--- config.mk ---
export PLATFORM = sky130hd
export DESIGN_NAME = cd_spi_bridge
export DESIGN_NICKNAME = d
export VERILOG_FILES = /design/src/rtl/cd_pkg.sv /design/src/rtl/cd_sync.sv /design/src/rtl/cd_spi_bridge.sv
export SDC_FILE = /design/constraint.sdc
export NUM_CORES = 1
export LEC_CHECK = 0
export BUFFER_PORTS_ARGS = -buffer_cell sky130_fd_sc_hd__buf_2
export CAP_MARGIN = 20
export CORE_AREA = 4 4 62 64
export DETAILED_ROUTE_END_ITERATION = 10
export DIE_AREA = 0 0 66 68
export PLACE_DENSITY = 0.8
export SLEW_MARGIN = 5
export SYNTH_ARGS = -nofsm -noshare
export SYNTH_HDL_FRONTEND = slang
export SYNTH_SLANG_ARGS = --single-unit
--- constraint.sdc ---
create_clock -name clk -period 4.05 [get_ports clk]
set_clock_uncertainty 0.15 [all_clocks]
set_input_delay 0.6075 -clock clk [delete_from_list [all_inputs] [get_ports clk]]
set_output_delay 0.6075 -clock clk [all_outputs]
set_load 0.05 [all_outputs]
--- src/rtl/cd_pkg.sv ---
// cd_pkg: definitions shared by the CDBUS SPI-to-CSR bridge.
//   - cd_state_e : bridge transaction state (IDLE, CMD, WR, RD)
//   - CMD_WR_BIT / CMD_INC_BIT : bit positions inside the SPI command byte
//   - CSR_AW / CSR_DW : CSR bus address and data widths
package cd_pkg;

  typedef enum logic [1:0] {
    IDLE = 2'd0,
    CMD  = 2'd1,
    WR   = 2'd2,
    RD   = 2'd3
  } cd_state_e;

  localparam int CMD_WR_BIT  = 7;
  localparam int CMD_INC_BIT = 6;

  localparam int CSR_AW = 5;
  localparam int CSR_DW = 8;

endpackage

--- src/rtl/cd_sync.sv ---
// cd_sync: N-stage single-bit synchroniser for signals arriving from another
// clock domain (or from pins).
// Ports:
//   clk     - destination clock
//   reset_n - asynchronous active-low reset; every stage clears to 0
//   i_d     - asynchronous input
//   o_q     - synchronised output, STAGES clk cycles behind i_d
// Parameters:
//   STAGES  - number of flip-flops in the chain (2 or more)
module cd_sync #(
  parameter int STAGES = 2
) (
  input  logic clk,
  input  logic reset_n,
  input  logic i_d,
  output logic o_q
);

  logic [STAGES-1:0] r_sync;

  always_ff @(posedge clk or negedge reset_n) begin
    if (!reset_n) begin
      r_sync <= '0;
    end else begin
      r_sync <= {r_sync[STAGES-2:0], i_d};
    end
  end

  assign o_q = r_sync[STAGES-1];

endmodule

--- src/rtl/cd_spi_bridge.sv ---
// cd_spi_bridge: SPI mode-0 slave that turns host transactions into
// single-cycle read/write strobes on the CDBUS controller CSR bus.
//
// First byte after nss falls is a command: bit7 = write, bit6 = auto-increment,
// bits4:0 = address. Following bytes are written to (or read from) that
// address, one CSR strobe per complete byte.
//
// Optional feature macro: CD_SPI_AUTO_INC_EN
//   defined   - command bit6 makes the address step after every strobe
//   undefined - bit6 is ignored, the address stays fixed for the transaction
//
// Ports:
//   clk, reset_n   - system clock, asynchronous active-low reset
//   sck, nss, sdi  - SPI pins from the host (asynchronous to clk)
//   sdo, sdo_oe    - SPI data to the host and its output enable
//   csr_address    - CSR address (held, or stepping with auto-increment)
//   csr_read       - one-cycle read strobe, issued when a data byte has been
//                    fully shifted out
//   csr_readdata   - combinational CSR read data for csr_address
//   csr_write      - one-cycle write strobe
//   csr_writedata  - byte received from the host
// Parameters:
//   SYNC_STAGES    - synchroniser depth for sck/nss/sdi (2 or 3)
module cd_spi_bridge
  import cd_pkg::*;
#(
  parameter int SYNC_STAGES = 2
) (
  input  logic              clk,
  input  logic              reset_n,
  input  logic              sck,
  input  logic              nss,
  input  logic              sdi,
  output logic              sdo,
  output logic              sdo_oe,
  output logic [CSR_AW-1:0] csr_address,
  output logic              csr_read,
  input  logic [CSR_DW-1:0] csr_readdata,
  output logic              csr_write,
  output logic [CSR_DW-1:0] csr_writedata
);

  // ---------------------------------------------------------------- sync
  logic w_sck_s;
  logic w_nss_s;
  logic w_sdi_s;

  cd_sync #(.STAGES(SYNC_STAGES)) u_sync_sck (
    .clk     (clk),
    .reset_n (reset_n),
    .i_d     (sck),
    .o_q     (w_sck_s)
  );

  // nss syncs to 0 out of reset: a falling edge can then only be seen after
  // the pin has genuinely been high, so a reset in the middle of a
  // transaction cannot restart it.
  cd_sync #(.STAGES(SYNC_STAGES)) u_sync_nss (
    .clk     (clk),
    .reset_n (reset_n),
    .i_d     (nss),
    .o_q     (w_nss_s)
  );

  cd_sync #(.STAGES(SYNC_STAGES)) u_sync_sdi (
    .clk     (clk),
    .reset_n (reset_n),
    .i_d     (sdi),
    .o_q     (w_sdi_s)
  );

  // ---------------------------------------------------------- edge detect
  logic r_sck_d;
  logic r_nss_d;
  logic r_armed;   // set once synchronised nss has been high since reset

  logic w_sck_rise;
  logic w_sck_fall;
  logic w_nss_rise;
  logic w_nss_fall;

  assign w_sck_rise = w_sck_s & ~r_sck_d;
  assign w_sck_fall = ~w_sck_s & r_sck_d;
  assign w_nss_rise = w_nss_s & ~r_nss_d;
  assign w_nss_fall = ~w_nss_s & r_nss_d;

  // ---------------------------------------------------------- datapath regs
  cd_state_e         r_state;
  cd_state_e         w_state_next;
  logic [2:0]        r_bit_cnt;
  logic [6:0]        r_rx_shift;
  logic [CSR_DW-1:0] r_tx_shift;
  logic [CSR_AW-1:0] r_address;
  logic              r_inc;
  logic              r_csr_write;
  logic [CSR_DW-1:0] r_csr_writedata;
  logic              r_load_tx;

  logic [CSR_DW-1:0] w_rx_byte;
  logic              w_byte_done;
  logic              w_cmd_done;
  logic              w_csr_read;
  logic              w_write_next;
  logic              w_load_next;

  // Byte as it will look once the current sdi bit is shifted in.
  assign w_rx_byte = {r_rx_shift, w_sdi_s};

  // An nss rise in the same cycle as the 8th sck rise discards the byte.
  assign w_byte_done = w_sck_rise & (r_bit_cnt == 3'd7) & ~w_nss_rise;

  // ---------------------------------------------------------------- FSM
  always_comb begin
    w_state_next = r_state;
    w_cmd_done   = 1'b0;
    w_csr_read   = 1'b0;
    w_write_next = 1'b0;
    w_load_next  = 1'b0;
    case (r_state)
      IDLE: begin
        if (w_nss_fall) begin
          w_state_next = CMD;
        end
      end
      CMD: begin
        if (w_byte_done) begin
          w_cmd_done = 1'b1;
          if (w_rx_byte[CMD_WR_BIT]) begin
            w_state_next = WR;
          end else begin
            // Preload the first read byte; no CSR read for the command byte.
            w_state_next = RD;
            w_load_next  = 1'b1;
          end
        end
      end
      WR: begin
        w_write_next = w_byte_done;
      end
      RD: begin
        // The read strobe pops FIFO-style registers only for bytes that were
        // actually clocked out; the next byte is fetched a cycle later.
        w_csr_read  = w_byte_done;
        w_load_next = w_byte_done;
      end
      default: begin
        w_state_next = IDLE;
      end
    endcase
    if (w_nss_rise) begin
      w_state_next = IDLE;
    end
  end

  always_ff @(posedge clk or negedge reset_n) begin
    if (!reset_n) begin
      r_state         <= IDLE;
      r_sck_d         <= 1'b0;
      r_nss_d         <= 1'b0;
      r_armed         <= 1'b0;
      r_bit_cnt       <= 3'd0;
      r_rx_shift      <= 7'd0;
      r_tx_shift      <= '0;
      r_address       <= '0;
      r_inc           <= 1'b0;
      r_csr_write     <= 1'b0;
      r_csr_writedata <= '0;
      r_load_tx       <= 1'b0;
    end else begin
      r_state <= w_state_next;
      r_sck_d <= w_sck_s;
      r_nss_d <= w_nss_s;
      if (w_nss_s) begin
        r_armed <= 1'b1;
      end

      if (w_state_next == IDLE) begin
        r_bit_cnt <= 3'd0;
      end else if (w_sck_rise) begin
        r_bit_cnt <= r_bit_cnt + 3'd1;
      end

      if (w_sck_rise) begin
        r_rx_shift <= w_rx_byte[6:0];
      end

      if (w_cmd_done) begin
        r_address <= w_rx_byte[CSR_AW-1:0];
`ifdef CD_SPI_AUTO_INC_EN
        r_inc     <= w_rx_byte[CMD_INC_BIT];
`else
        r_inc     <= 1'b0;
`endif
      end else if (r_inc && (w_csr_read || r_csr_write)) begin
        // Step after the strobe so the strobe itself sees the old address;
        // wraps naturally at 5 bits.
        r_address <= r_address + 5'd1;
      end

      r_csr_write <= w_write_next;
      if (w_write_next) begin
        r_csr_writedata <= w_rx_byte;
      end

      r_load_tx <= w_load_next;
      if (r_load_tx) begin
        r_tx_shift <= csr_readdata;
      end else if ((r_state == RD) && w_sck_fall && (r_bit_cnt != 3'd0)) begin
        // The fall right after a byte boundary must not shift: bit 7 of the
        // freshly loaded byte has to stay on sdo for the next rising edge.
        r_tx_shift <= {r_tx_shift[6:0], 1'b0};
      end
    end
  end

  // ---------------------------------------------------------------- outputs
  assign sdo_oe        = r_armed & ~w_nss_s;
  assign sdo           = sdo_oe & r_tx_shift[7];
  assign csr_address   = r_address;
  assign csr_read      = w_csr_read;
  assign csr_write     = r_csr_write;
  assign csr_writedata = r_csr_writedata;

endmodule

==> results of run 1 <==
[final cells by class]
type / instances / area (µm²)
fillers: 249 / 1157
flip-flops and latches: 44 / 1101
multi-input cells: 86 / 713.2
clock buffers: 7 / 65.06
well taps: 46 / 57.56
clock inverters: 1 / 30.03
repair buffers: 29 / 145.1
inverters: 4 / 15.01
[layout by cell type (no fill, tap or decap), types with 2 or more instances in the layout]
master    netlist  layout
ha_1            3       3
buf_2           2      29
mux2_4         13      13
mux2_2          7       7
nand2_1         4       4
nor2b_1        10      10
a21oi_1         7       7
nor2_1          5       5
inv_1           4       4
clkbuf_8        0       2
o21ai_0         9       9
mux2i_1         2       2
clkbuf_4        0       5
and2b_1         2       2
a31oi_1         8       8
dfrtp_1        44      44
and3_1          2       2
[logic make-up after synthesis]
family                   count (synthesis)
flip-flops                              44
AND/OR/NAND/NOR                         34
AO/OA/AOI/OAI                           25
multiplexers                            22
buffers and inverters                    9
adder cells (fa/ha/maj)                  4
XOR/XNOR                                 1
[through the flow]
stage | cell area (µm²) | setup WS (ns) | power [mW] | hold slack, ns
floorplan | 1862 | 1.606 | 0.5557 | 0.1619
global placement | 2032 | 1.686 | 0.5833 | 0.1851
detailed placement | 2032 | 1.643 | 0.5885 | 0.1903
CTS | 2127 | 1.237 | 0.8898 | 0.1932
global route | 2127 | 1.097 | 0.9225 | 0.1758
finish | 2127 | 1.250 | 0.8852 | 0.1996
[how the worst max path moves through the flow]
stage | slack (ns) | startpoint | to | depth (start not counted)
after floorplan | 1.61 | u_sync_nss.r_sync[1]$_DFF_PN0_ | sdo | 2
after global placement | 1.69 | r_sck_d$_DFF_PN0_ | csr_read | 4
after detailed placement | 1.64 | r_sck_d$_DFF_PN0_ | csr_read | 4
after CTS | 1.24 | r_sck_d$_DFF_PN0_ | csr_read | 4
after global routing | 1.10 | r_sck_d$_DFF_PN0_ | csr_read | 4
final | 1.25 | r_sck_d$_DFF_PN0_ | csr_read | 4
[metal layers]
| layer | routed length (µm) | up-vias | global-route usage (%) | share of wire, % |
|---|---|---|---|---|
| li1 | - | 545 | - | - |
| met1 | 1487 | 589 | 20.80 | 44 |
| met2 | 1701 | 24 | 27.91 | 50 |
| met3 | 136 | 7 | 4.598 | 4.0 |
| met4 | 50 | 0 | 7.360 | 1.5 |
| met5 | 0 | - | 0 | 0 |
[registers in the layout (all words and copies together), names as in the netlist]
name / cells
csr_writedata: 8
r_tx_shift: 8
r_rx_shift: 7
csr_address: 5
r_bit_cnt: 3
r_state: 2
u_sync_nss.r_sync: 2
u_sync_sck.r_sync: 2
u_sync_sdi.r_sync: 2
csr_write: 1
r_armed: 1
r_load_tx: 1
r_nss_d: 1
r_sck_d: 1
[report_power, final]
part	leakage, nW	internal [mW]	switching (mW)	total, mW
logic	0.454	0.0375	0.0372	0.0747
clock network	0.0515	0.164	0.141	0.305
registers	0.532	0.472	0.0332	0.505
total	1.04	0.673	0.212	0.885
==> summary.txt, run 1 <==
Route
  – DR iter-0 viols: between 70 and 80
  – Final wirelength: 3376 µm
  – DR vias/cell: roughly 5.4
  – Routed WL per cell: about 16 µm
  – Via count: around 1,200
  – First-pass detailed-route iteration total: 5
  – ANT nets after route: 0
  – Post-route DRC: 0

Power
  – Pwr dens: 416.2 nW/µm²
  – Worst vdd ir: a little under 0.3 mV
  – Leakage: between 1 and 1.5 nW

Timing
  – Setup TNS: 0 ns
  – RSZ-0062 raised after global routing: no
  – Slew @ Worst Pin: about 0.94 ns
  – Final slew viol count: 0
  – Post-layout minimum cycle time: approximately 2.8 ns
  – Post-route clock period utilization: around 70%
  – Rel. slew slack: a little under two fifths
  – Fmax: about 360 MHz
  – Final hold violations: 0
  – Final-report setup violation count: 0

Global routing
  – Overall Global Routing Usage: between 10% and 20%
  – Number of global-route vias before repair: about 1,200
  – Initial antenna violation count: 0
  – Congestion Overflow GR: 0
  – Largest net degree at the start of global routing: 45
  – First-pass GRT wire length: around 5600 µm

Yosys
  – Synth area leaders: dfrtp_1 59%, mux2_4 10%, mux2_2 4.2%, nor2b_1 3.4%, a31oi_1 2.7%
  – Syn Inst Count: 139
  – Top-count cell post-synth: dfrtp_1
  – Seq cells post-synth: 44
  – Main synth FF type: dfrtp_1
  – Yosys warns: 0
  – Syn Area/Cell: 13.39 µm²
  – Mux share of post-synthesis cell area: between 10% and 20%
  – Simple-Gate Fraction of Synth Area: approximately 12%
  – Synth Area in Adders: around 2.6%
  – Ys async rst share: 100.0%
  – Post-synth top cells: 44 x dfrtp_1, 13 x mux2_4, 10 x nor2b_1
  – Syn_nets: between 150 and 200
  – EDFF count, synth: 0
  – Complex-gate fraction of the synthesized area: between 7 and 8%
  – Unique masters post-synth: 32
  – Cell Area, Synth: roughly 1900 µm²
  – Yosys top cell area share: roughly three fifths
  – Area leader, netlist: dfrtp_1
  – Post-synthesis xor/xnor area fraction: less than 1%
  – Register area share after synthesis: 59.14%
  – Main combinational cell family by area after synthesis: multiplexers

Min path
  – Hold Crit Class: in -> reg
  – Hold depth: 1
  – WHS Endpoint: u_sync_sck.r_sync[0]$_DFF_PN0_
  – Critical hold path startpoint: sck

Status
  – Outcome: finished clean

Clock network
  – CTS Sinks: 44
  – Clk slew on worst S/H paths: 0.13 ns
  – CTS buffer count: 5
  – Root Driver: clkbuf_4
  – Post_cts resized: 0
  – Hold buffers post-CTS: 0
  – Bufs on Longest Clock Path: 2
  – Htree depth: 2
  – CTS tree: yes
  – Worst-skew pair later-pin latency: between 0.3 and 0.4 ns
  – Post-CTS Setup Bufs: 0

Cells and area
  – Fin nets: around 190
  – Area Growth Syn to Fin: 14.25%
  – Share of the core filled with cells: around two thirds
  – Ratio of cells with drive above 1 in the final layout: 36.26%
  – Non-filler instance count after layout: ~220
  – Diode count: 0

Critical path
  – Most used cell, CP: and3_1
  – Slowest cell delay on critical path: between 0.5 and 0.6 ns
  – Reg2Reg Depth: 3
  – Worst R2R End: csr_address[2]$_DFFE_PN0P_
  – Critical-path maximum fanout: 14
  – Crit path max-delay cell type: nor2b_2
  – Worst path arrival time: 2.04 ns
  – Critical-path cell list: nor2b_2 -> and3_1 -> and3_1 -> buf_2
  – Worst Path Required: between 3 and 4 ns
  – CP endpoint kind: primary output
  – CP startpoint kind: flip-flop
  – Reg2reg setup slack: 1.92 ns
  – Worst path bufs/invs: 1
  – CP delay by family, top: simple AND/OR/NAND/NOR gates
  – RR Startpoint: r_sck_d$_DFF_PN0_
  – Critical Setup Path Class: reg -> out

Job
  – Max Cap Viol: 0

Floorplanning
  – Rows: 21
  – Die area: about 4500 µm²
  – Num ports: 30
  – Die Ht: around 68 µm
  – Die X-Extent: roughly 66 µm
  – Core area: approximately 3300 µm²
  – Initial Util: a little under three fifths

Placement
  – I/O Buffers: 29
  – Post-DP HPWL: 2320 µm
  – Gpl congestion: roughly 0.73
  – Dpl cells: about 210
(Power assumes the default switching activity.)
==> inputs of run 2 (changes only) <==
- CORE_AREA: 4 4 62 64 -> 4 4 64 66
- DIE_AREA: 0 0 66 68 -> 0 0 68 70
- PLACE_DENSITY: 0.8 -> 0.75
- clock period: 4.05 -> 2.6 ns (I/O delays scaled with it)
==> summary.txt, run 2 (synthesis gave the netlist of run 1 again) <==
Route
  – DR vias/cell: 5.293 (was 5.369)
  – Routed WL per cell: 14.59 µm (was 15.56 µm)
  – Via count: 1,175 (was 1,165)
  – Final wirelength: 3240 µm (was 3376 µm)
  – First-pass detailed-route iteration total: 4 (was 5)
  – DR iter-0 viols: 59 (was 73)
  – Post-route DRC: 0 (unchanged)
  – ANT nets after route: 0 (unchanged)

Power
  – Sequential power share: 64.7% (was 57.1%)
  – Sw power: 309.4 µW (was 211.8 µW)
  – Sw Share: 25.66% (was 23.93%)
  – Worst vdd ir: 0.5058 mV (was 0.2911 mV)
  – Cell Int Power: 896.1 µW (was 673.4 µW)
  – Comb pwr share: 10.3% (was 8.4%)
  – Leakage: 1.031 nW (was 1.038 nW)
  – Pwr dens: 568.1 nW/µm² (was 416.2 nW/µm²)
  – Clock network power share: 25.1% (was 34.5%)

Cells and area
  – Storage cell area: 1101 µm² (unchanged)
  – Diode count: 0 (unchanged)
  – Most common cell after layout, fill and taps aside: dfrtp_1 (unchanged)
  – Fin area: 2122 µm² (was 2127 µm²)
  – Non-filler instance count after layout: 222 (was 217)
  – Area of the multi-input gates: 713.2 µm² (unchanged)
  – Fillers: 296 (was 249)
  – Ratio of cells with drive above 1 in the final layout: 35.63% (was 36.26%)
  – Most frequent cells in the layout: 44 x dfrtp_1, 29 x buf_2, 13 x mux2_4 (unchanged)
  – Area Growth Syn to Fin: 13.98% (was 14.25%)
  – Fin nets: 190 (was 186)

Critical path
  – Worst Path Required: 2.06 ns (was 3.29 ns)
  – CP endpoint kind: primary output (unchanged)
  – Critical-path maximum fanout: 4 (was 14)
  – Worst path arrival time: 1.79 ns (was 2.04 ns)
  – CP startpoint kind: flip-flop (unchanged)
  – Critical Setup Path Class: reg -> out (unchanged)

Global routing
  – First-pass GRT wire length: 5547 µm (was 5582 µm)
  – Initial antenna violation count: 0 (unchanged)
  – Largest net degree at the start of global routing: 45 (unchanged)
  – Congestion Overflow GR: 0 (unchanged)
  – Overall Global Routing Usage: 15.64% (was 16.83%)
  – Number of global-route vias before repair: 1,166 (was 1,203)

Timing
  – Final slew viol count: 0 (unchanged)
  – Slew @ Worst Pin: 0.9199 ns (was 0.9381 ns)
  – Final hold violations: 0 (unchanged)
  – Final-report setup violation count: 0 (unchanged)
  – Post-route setup slack: 0.2708 ns (was 1.250 ns)
  – Rel. slew slack: 38.68% (was 37.46%)
  – Setup TNS: 0 ns (unchanged)
  – Post-route clock period utilization: roughly 90%
  – Fin Hold WS: 0.02083 ns (was 0.1996 ns)
  – RSZ-0062 raised after global routing: no (unchanged)
  – Fmax: 429.3 MHz
  – Post-layout minimum cycle time: 2.329 ns

Clock network
  – Bufs on Longest Clock Path: 2 (unchanged)
  – Htree depth: 2 (unchanged)
  – CTS tree: yes (unchanged)
  – CTS buffer count: 5 (unchanged)
  – Post-CTS Setup Bufs: 0 (unchanged)
  – Worst-skew pair later-pin latency: 0.35 ns (was 0.36 ns)
  – Clk slew on worst S/H paths: 0.12 ns (was 0.13 ns)
  – CTS Sinks: 44 (unchanged)
  – Root Driver: clkbuf_4 (unchanged)

Floorplanning
  – Num ports: 30 (unchanged)
  – Initial Util: 52.03% (was 56.69%)
  – Rows: 22 (was 21)
  – Die Ht: 70 µm (was 68 µm)
  – Die area: 4760 µm² (was 4488 µm²)
  – Core area: 3578 µm² (was 3284 µm²)
  – Die X-Extent: 68 µm (was 66 µm)

Placement
  – I/O Buffers: 29 (unchanged)
  – Pre-CTS setup slack: 0.6727 ns (was 1.643 ns)
  – Dpl cells: 212 (was 209)
  – Gpl congestion: 0.7789 (was 0.7276)
  – Placed Area: 2042 µm² (was 2032 µm²)
  – Post-DP HPWL: 2316 µm (was 2320 µm)

Status
  – Outcome: finished clean (unchanged)

Min path
  – Hold Crit Class: in -> async (was in -> reg)

Job
  – Max Cap Viol: 0 (unchanged)
run 2: final timing paths:
check | slack [ns] | cells past startpoint | end | start
min | 0.02 | 1 | r_tx_shift[5]$_DFFE_PN0P_ | reset_n
max | 0.27 | 5 | csr_read | r_bit_cnt[0]$_DFFE_PN0P_
max in group asynchronous | 1.72 | 1 | csr_writedata[7]$_DFFE_PN0P_ | reset_n
max reg2reg | 0.76 | 4 | csr_address[1]$_DFFE_PN0P_ | r_bit_cnt[0]$_DFFE_PN0P_
min in group clk | 0.12 | 3 | r_tx_shift[0]$_DFFE_PN0P_ | csr_readdata[0]
min reg2reg | 0.21 | 0 | u_sync_sck.r_sync[1]$_DFF_PN0_ | u_sync_sck.r_sync[0]$_DFF_PN0_
run 2: critical path, stage by stage, from the launching register on:
cell     delay, ns
dfrtp_1       0.42
ha_1          0.21
ha_1          0.24
and3_1        0.18
and3_1        0.17
buf_2         0.21
run 2: repair_timing:
item,4_1_cts,5_1_grt
hold endpoints to repair,3,0
setup endpoints to repair,0,0
hold buffers,3,0
gates resized for setup,0,0
run 2: cell type report:
type / count / area share (%)
sequential: 44 / 51.89
multi-input combinational: 86 / 33.61
timing repair buffer: 33 / 8.608
tap: 48 / 2.830
clock buffer: 5 / 1.769
inverter: 4 / 0.7075
clock inverter: 2 / 0.5896
run 2: power groups by stage:
stage	Sequential (mW)	Clock, mW	Combinational (mW)
after CTS	0.780	0.315	0.126
after floorplan	0.778	0	0.0879
after global placement	0.792	0	0.114
after detailed placement	0.795	0	0.122
final	0.779	0.302	0.124
after global routing	0.791	0.352	0.138
run 2: routing by layer:
metal	vias to the layer above	share of wire, %	routed length [µm]	global-route usage (%)
li1	554	-	-	-
met1	582	43	1390	20.09
met2	34	49	1603	24.52
met3	5	6.2	200	5.627
met4	0	1.4	46	4.636
met5	-	0	0	0
run 2: per-stage QoR:
stage                     power, mW  utilization (%)
after floorplan              0.8657                -
after global placement       0.9052            57.06
after detailed placement     0.9163            57.06
after CTS                     1.221            59.30
after global routing          1.282            59.30
final                         1.206            59.30
